==> src/rtl/me_result_deser.sv <==
`default_nettype none
`timescale 1ns/1ps
// ============================================================================
// Module   : me_result_deser
// Purpose  : Rebuilds serial20 result frames from the motion-estimation chip,
//            splits them into motion vector / SAD and buffers them in a
//            2-entry first-word fall-through FIFO.
// Revision : 1.0  initial release
// ============================================================================
module me_result_deser #(
    parameter int RESULT_WIDTH = 20,
    parameter int MV_WIDTH     = 4,
    parameter int SAD_WIDTH    = 12,
    parameter int CNT_WIDTH    = 16
) (
    input  logic                 clk,
    input  logic                 rst,
    input  logic                 serial_in,
    input  logic                 err_clr,
    input  logic                 out_ready,
    output logic                 out_valid,
    output logic [MV_WIDTH-1:0]  out_mv_x,
    output logic [MV_WIDTH-1:0]  out_mv_y,
    output logic [SAD_WIDTH-1:0] out_sad,
    output logic                 frame_err,
    output logic                 ovf_err,
    output logic [CNT_WIDTH-1:0] word_cnt
);

    localparam int c_bcw = $clog2(RESULT_WIDTH);
    localparam logic [c_bcw-1:0] c_last_bit = c_bcw'(RESULT_WIDTH - 1);

    localparam logic [1:0] c_idle = 2'd0;
    localparam logic [1:0] c_data = 2'd1;
    localparam logic [1:0] c_stop = 2'd2;

    logic [1:0]              r_state;
    logic [c_bcw-1:0]        r_bit_cnt;
    logic [RESULT_WIDTH-1:0] r_shift;

    logic [RESULT_WIDTH-1:0] r_mem [0:1];
    logic                    r_wr_ptr;
    logic                    r_rd_ptr;
    logic [1:0]              r_count;
    logic                    r_frame_err;
    logic                    r_ovf_err;
    logic [CNT_WIDTH-1:0]    r_word_cnt;

    logic                    w_push_req;
    logic                    w_frame_evt;
    logic                    w_full;
    logic                    w_pop;
    logic                    w_push;
    logic                    w_ovf_evt;
    logic [RESULT_WIDTH-1:0] w_head;

    // Line receiver: start 1, RESULT_WIDTH data bits MSB first, stop 0
    always_ff @(posedge clk) begin
        if (rst) begin
            r_state   <= c_idle;
            r_bit_cnt <= '0;
            r_shift   <= '0;
        end else begin
            case (r_state)
                c_idle: begin
                    if (serial_in) begin
                        r_state   <= c_data;
                        r_bit_cnt <= '0;
                    end
                end
                c_data: begin
                    r_shift <= {r_shift[RESULT_WIDTH-2:0], serial_in};
                    if (r_bit_cnt == c_last_bit) begin
                        r_state <= c_stop;
                    end else begin
                        r_bit_cnt <= r_bit_cnt + c_bcw'(1);
                    end
                end
                c_stop: begin
                    // A 1 here is a framing error, never a new start bit
                    r_state <= c_idle;
                end
                default: r_state <= c_idle;
            endcase
        end
    end

    assign w_push_req  = (r_state == c_stop) && !serial_in;
    assign w_frame_evt = (r_state == c_stop) &&  serial_in;
    assign w_full      = (r_count == 2'd2);
    assign out_valid   = (r_count != 2'd0);
    assign w_pop       = out_valid && out_ready;
    // A pop in the same cycle frees the slot for the incoming word
    assign w_push      = w_push_req && (!w_full || w_pop);
    assign w_ovf_evt   = w_push_req && w_full && !w_pop;

    always_ff @(posedge clk) begin
        if (rst) begin
            r_mem[0] <= '0;
            r_mem[1] <= '0;
            r_wr_ptr <= 1'b0;
            r_rd_ptr <= 1'b0;
            r_count  <= 2'd0;
        end else begin
            if (w_push) begin
                r_mem[r_wr_ptr] <= r_shift;
                r_wr_ptr        <= ~r_wr_ptr;
            end
            if (w_pop) begin
                r_rd_ptr <= ~r_rd_ptr;
            end
            case ({w_push, w_pop})
                2'b10:   r_count <= r_count + 2'd1;
                2'b01:   r_count <= r_count - 2'd1;
                default: r_count <= r_count;
            endcase
        end
    end

    always_ff @(posedge clk) begin
        if (rst) begin
            r_frame_err <= 1'b0;
            r_ovf_err   <= 1'b0;
            r_word_cnt  <= '0;
        end else begin
            if (w_frame_evt)  r_frame_err <= 1'b1;
            else if (err_clr) r_frame_err <= 1'b0;

            if (w_ovf_evt)    r_ovf_err <= 1'b1;
            else if (err_clr) r_ovf_err <= 1'b0;

            if (w_push)       r_word_cnt <= r_word_cnt + CNT_WIDTH'(1);
        end
    end

    assign w_head    = r_mem[r_rd_ptr];
    assign out_mv_x  = w_head[RESULT_WIDTH-1 -: MV_WIDTH];
    assign out_mv_y  = w_head[RESULT_WIDTH-MV_WIDTH-1 -: MV_WIDTH];
    assign out_sad   = w_head[SAD_WIDTH-1:0];
    assign frame_err = r_frame_err;
    assign ovf_err   = r_ovf_err;
    assign word_cnt  = r_word_cnt;

endmodule
`default_nettype wire
==> config.mk <==
export PLATFORM = sky130hd
export DESIGN_NAME = me_result_deser
export DESIGN_NICKNAME = d
export VERILOG_FILES = /design/src/rtl/me_result_deser.sv
export SDC_FILE = /design/constraint.sdc
export NUM_CORES = 1
export LEC_CHECK = 0
export ABC_AREA = 1
export BUFFER_PORTS_ARGS = -buffer_cell sky130_fd_sc_hd__buf_2
export CORE_AREA = 2 2 100 102
export CTS_CLUSTER_SIZE = 20
export DETAILED_ROUTE_END_ITERATION = 12
export DIE_AREA = 0 0 102 104
export HOLD_SLACK_MARGIN = 0.05
export MAX_ROUTING_LAYER = met4
export PLACE_DENSITY = 0.57
export SETUP_SLACK_MARGIN = 0.3
export SYNTH_ARGS = -nofsm -noshare
export SYNTH_HDL_FRONTEND = slang
export SYNTH_SLANG_ARGS = --single-unit
==> constraint.sdc <==
create_clock -name clk -period 2.1 [get_ports clk]
set_input_delay 0.525 -clock clk [delete_from_list [all_inputs] [get_ports clk]]
set_output_delay 0.525 -clock clk [all_outputs]
set_load 0.02 [all_outputs]
==> metrics <==
WHS Endpoint=ovf_err; max-slew violations=0; M3 GR Usage=between 3 and 4%; Crit-path slowest cell=dfxtp_4; xor/xnor share of the synthesized area=0.4660%; Starting Density=39.36%; mux contribution to synthesized area=5.992%; Fin. Hold Viols=0; register area=between 2000 and 2500 um2; Ant. Diodes=0; Top delay family on crit path=flip-flops; routed len/inst=~13 um; CTS tree=done; sequential area share after synthesis=58.59%; Clock Tree Buf Depth=2; Synth cell types=25; Max IR drop VDD=0.3294 mV; total number of vias=~2.8k; LEAKAGE=0.001838 uW; critical path class=flip-flop to output port; Setup crit start kind=flip-flop; Reg2Reg Setup Slack=around 0.5 ns; compound-cell area share of the yosys netlist=9.487%; # placed instances=576; GR met2 Demand/Resource=23.87%; Pre-antenna DRT Iters=5; largest family of logic cells by synthesized area=simple AND/OR/NAND/NOR gates; CTS buffer count=9; final cycle utilization of the critical path=91.12%; Congestion Overflow GR=0; Clk pin slew, worst setup/hold paths=0.09 ns; Routability Congestion=0.8006; crit-path max cell delay=about 0.44 ns; Yosys Warn Count=0; Worst Path Required=~1.6 ns; largest net degree at the start of global routing=39; critical path peak fanout=4; synthesized cell area=approximately 3800 um2; clock sinks=90; area grow syn2layout=24.43%; max_slew headroom=70.85%; Tmin final=~1.9 ns; Syn Inst Count=406; fmax=522.6 MHz; CP Cell Sequence=clkbuf_16 -> mux2_4 -> buf_6; Worst Tran Pin Value=between 0.4 and 0.5 ns; Post-Route Skew=0.01133 ns; first-pass GRT wire length=12.51 mm; hold_sp=err_clr; die height=104 um; Synth Register Bits=90; clock insertion delay at the later pin of the skew report=~0.36 ns; Final setup viols=0; CP endpoint kind=output port; Buf/Inv on CP=2; fill count=slightly above 900; Net Count, Synth=414; hold path cells=4; Most Crowded Layer GR=met2; DRC=0; Die Area=~11000 um2; Root Buffer=clkbuf_8; syn_area_per_cell=between 9 and 10 um2; Synth Area in Adders=0.9987%; vias per cell=4.748; Cell Count, Final, Fillers Out=595; HP Class=input pin to flip-flop; Port-buffer cells=43; simple-gate share of the synthesized area=18.08%; layout cells sized above 1=22.51%; NumNets Final=465; multi-input logic area=between 1000 and 1500 um2; RSZ-0062 raised after global routing=true; met1 Resource Use GR=19.48%; cells on worst reg2reg path=9; reg2reg end=r_count[1]; Rows=36; TNS Setup=0 ns; outcome=finished clean; Routed Antenna Nets=0; Power per Cell Area=roughly 730 nW/um2; worst reg2reg path startpoint=r_state[0]; total of max-cap violations=0; Worst EP arrival=1.39 ns; number of global-route vias before repair=roughly 2.7k; Chip Width=102 um; num ports=44; final WL=7.500 mm; H-tree lvl count=3; dpl hpwl=4.680 mm; gr usage total=roughly 15%; Core Area=9549 um2; DR iter-0 viols=84; antenna violations before repair=0
-- routing by layer --
| metal | routed length, um | vias up |
|---|---|---|
| met5 | 0 | - |
| li1 | - | 1445 |
| met1 | 3631 | 1308 |
| met4 | 47 | 0 |
| met3 | 282 | 6 |
| met2 | 3539 | 66 |
-- cells in the mapped netlist --
| library cell | count | share of area, % |
|---|---|---|
| o21ai_0 | 30 | 4.0 |
| nor3_1 | 5 | 0.67 |
| nand3b_1 | 4 | 0.80 |
| a21oi_1 | 38 | 5.1 |
| inv_1 | 45 | 4.5 |
| ha_1 | 3 | 1.0 |
| buf_2 | 6 | 0.80 |
| nand4_1 | 5 | 0.83 |
| nor2_4 | 2 | 0.60 |
| nand2_4 | 1 | 0.30 |
| dfxtp_1 | 50 | 27 |
| nor2_1 | 72 | 7.2 |
| clkbuf_1 | 8 | 0.80 |
| nand2_1 | 52 | 5.2 |
| nor2_2 | 2 | 0.33 |
| mux2_2 | 20 | 6.0 |
| and2_1 | 1 | 0.17 |
| edfxtp_1 | 40 | 32 |
| inv_2 | 2 | 0.20 |
| a211oi_1 | 1 | 0.20 |
| nand3_1 | 15 | 2.0 |
| buf_1 | 1 | 0.10 |
| xnor2_1 | 1 | 0.23 |
| xor2_1 | 1 | 0.23 |
| a31o_2 | 1 | 0.23 |
-- flip-flops by register name (all words and copies together) (netlist names), named ones only --
| signal | flops |
|---|---|
| frame_err | 1 |
| ovf_err | 1 |
| r_bit_cnt | 5 |
| r_count | 2 |
| r_mem | 40 |
| r_rd_ptr | 1 |
| r_shift | 20 |
| r_state | 2 |
| r_wr_ptr | 1 |
| word_cnt | 16 |
-- cells by family after synthesis --
| family | Yosys count |
|---|---|
| DFF | 90 |
| muxes | 20 |
| AOI/OAI and AO/OA | 70 |
| and+or+nand+nor | 159 |
| adders and majority gates | 3 |
| buffers and inverters | 62 |
| xor gates and xnor gates | 2 |
-- cell type report --
type                    instances  area share, %
flip-flops and latches         90          47.19
repair buffers                 55          10.89
inverters                      47          3.772
well taps                     133          3.558
multi-input cells             254          29.91
clock inverters                 7          2.033
clock buffers                   9          2.648
-- worst min-delay path, cell delays in order --
cell	delay [ns]
buf_2	0.08
inv_1	0.05
nand2_1	0.05
a21oi_1	0.06
-- where the power goes --
group          total [uW]  switching (uW)  leakage [uW]  internal, uW
registers            1910            24.4      0.000821          1880
logic                 231             140      0.000906          90.8
clock network        1280             688      0.000111           588
-- placed cells by master (no fill, tap or decap), types with 20 or more instances in the layout --
cell type / Yosys / final
a21oi_1: 38 / 38
dfxtp_1: 50 / 48
inv_1: 45 / 45
buf_2: 6 / 23
buf_6: 0 / 21
edfxtp_1: 40 / 40
o21ai_0: 30 / 30
nand2_1: 52 / 50
nor2_1: 72 / 71
mux2_4: 0 / 20
-- how the worst max path moves through the flow --
stage	endpoint	cells after the start	startpoint
after floorplan	r_mem[1][0]	5	serial_in
after global placement	r_count[1]	8	out_ready
after detailed placement	r_count[1]	8	out_ready
after CTS	out_sad[8]	3	flip-flop
after global routing	out_mv_y[1]	3	flip-flop
final	out_sad[4]	3	flip-flop
-- timing repair --
item / 4_1_cts / 5_1_grt
setup endpoints to repair: 20 / 21
endpoints found under the hold margin: 0 / 0
setup buffers: 1 / 0
gates cloned: 1 / 1
resized for setup: 28 / 37
hold buffers: 0 / 0
-- metrics by stage --
| stage | hold WS, ns | cell area (um2) | util, % | total power (uW) | worst slack [ns] |
|---|---|---|---|---|---|
| after floorplan | 0.4257 | 3764 | - | 2084 | 0.3011 |
| after global placement | 0.4353 | 4189 | 43.87 | 2149 | 0.2838 |
| after detailed placement | 0.4378 | 4189 | 43.87 | 2154 | 0.2369 |
| after CTS | 0.4359 | 4529 | 47.43 | 3441 | 0.1270 |
| after global routing | 0.4485 | 4677 | 48.98 | 3563 | 0.1300 |
| final | 0.4482 | 4677 | 48.98 | 3414 | 0.1865 |
Power figures use the tool's default switching activity.
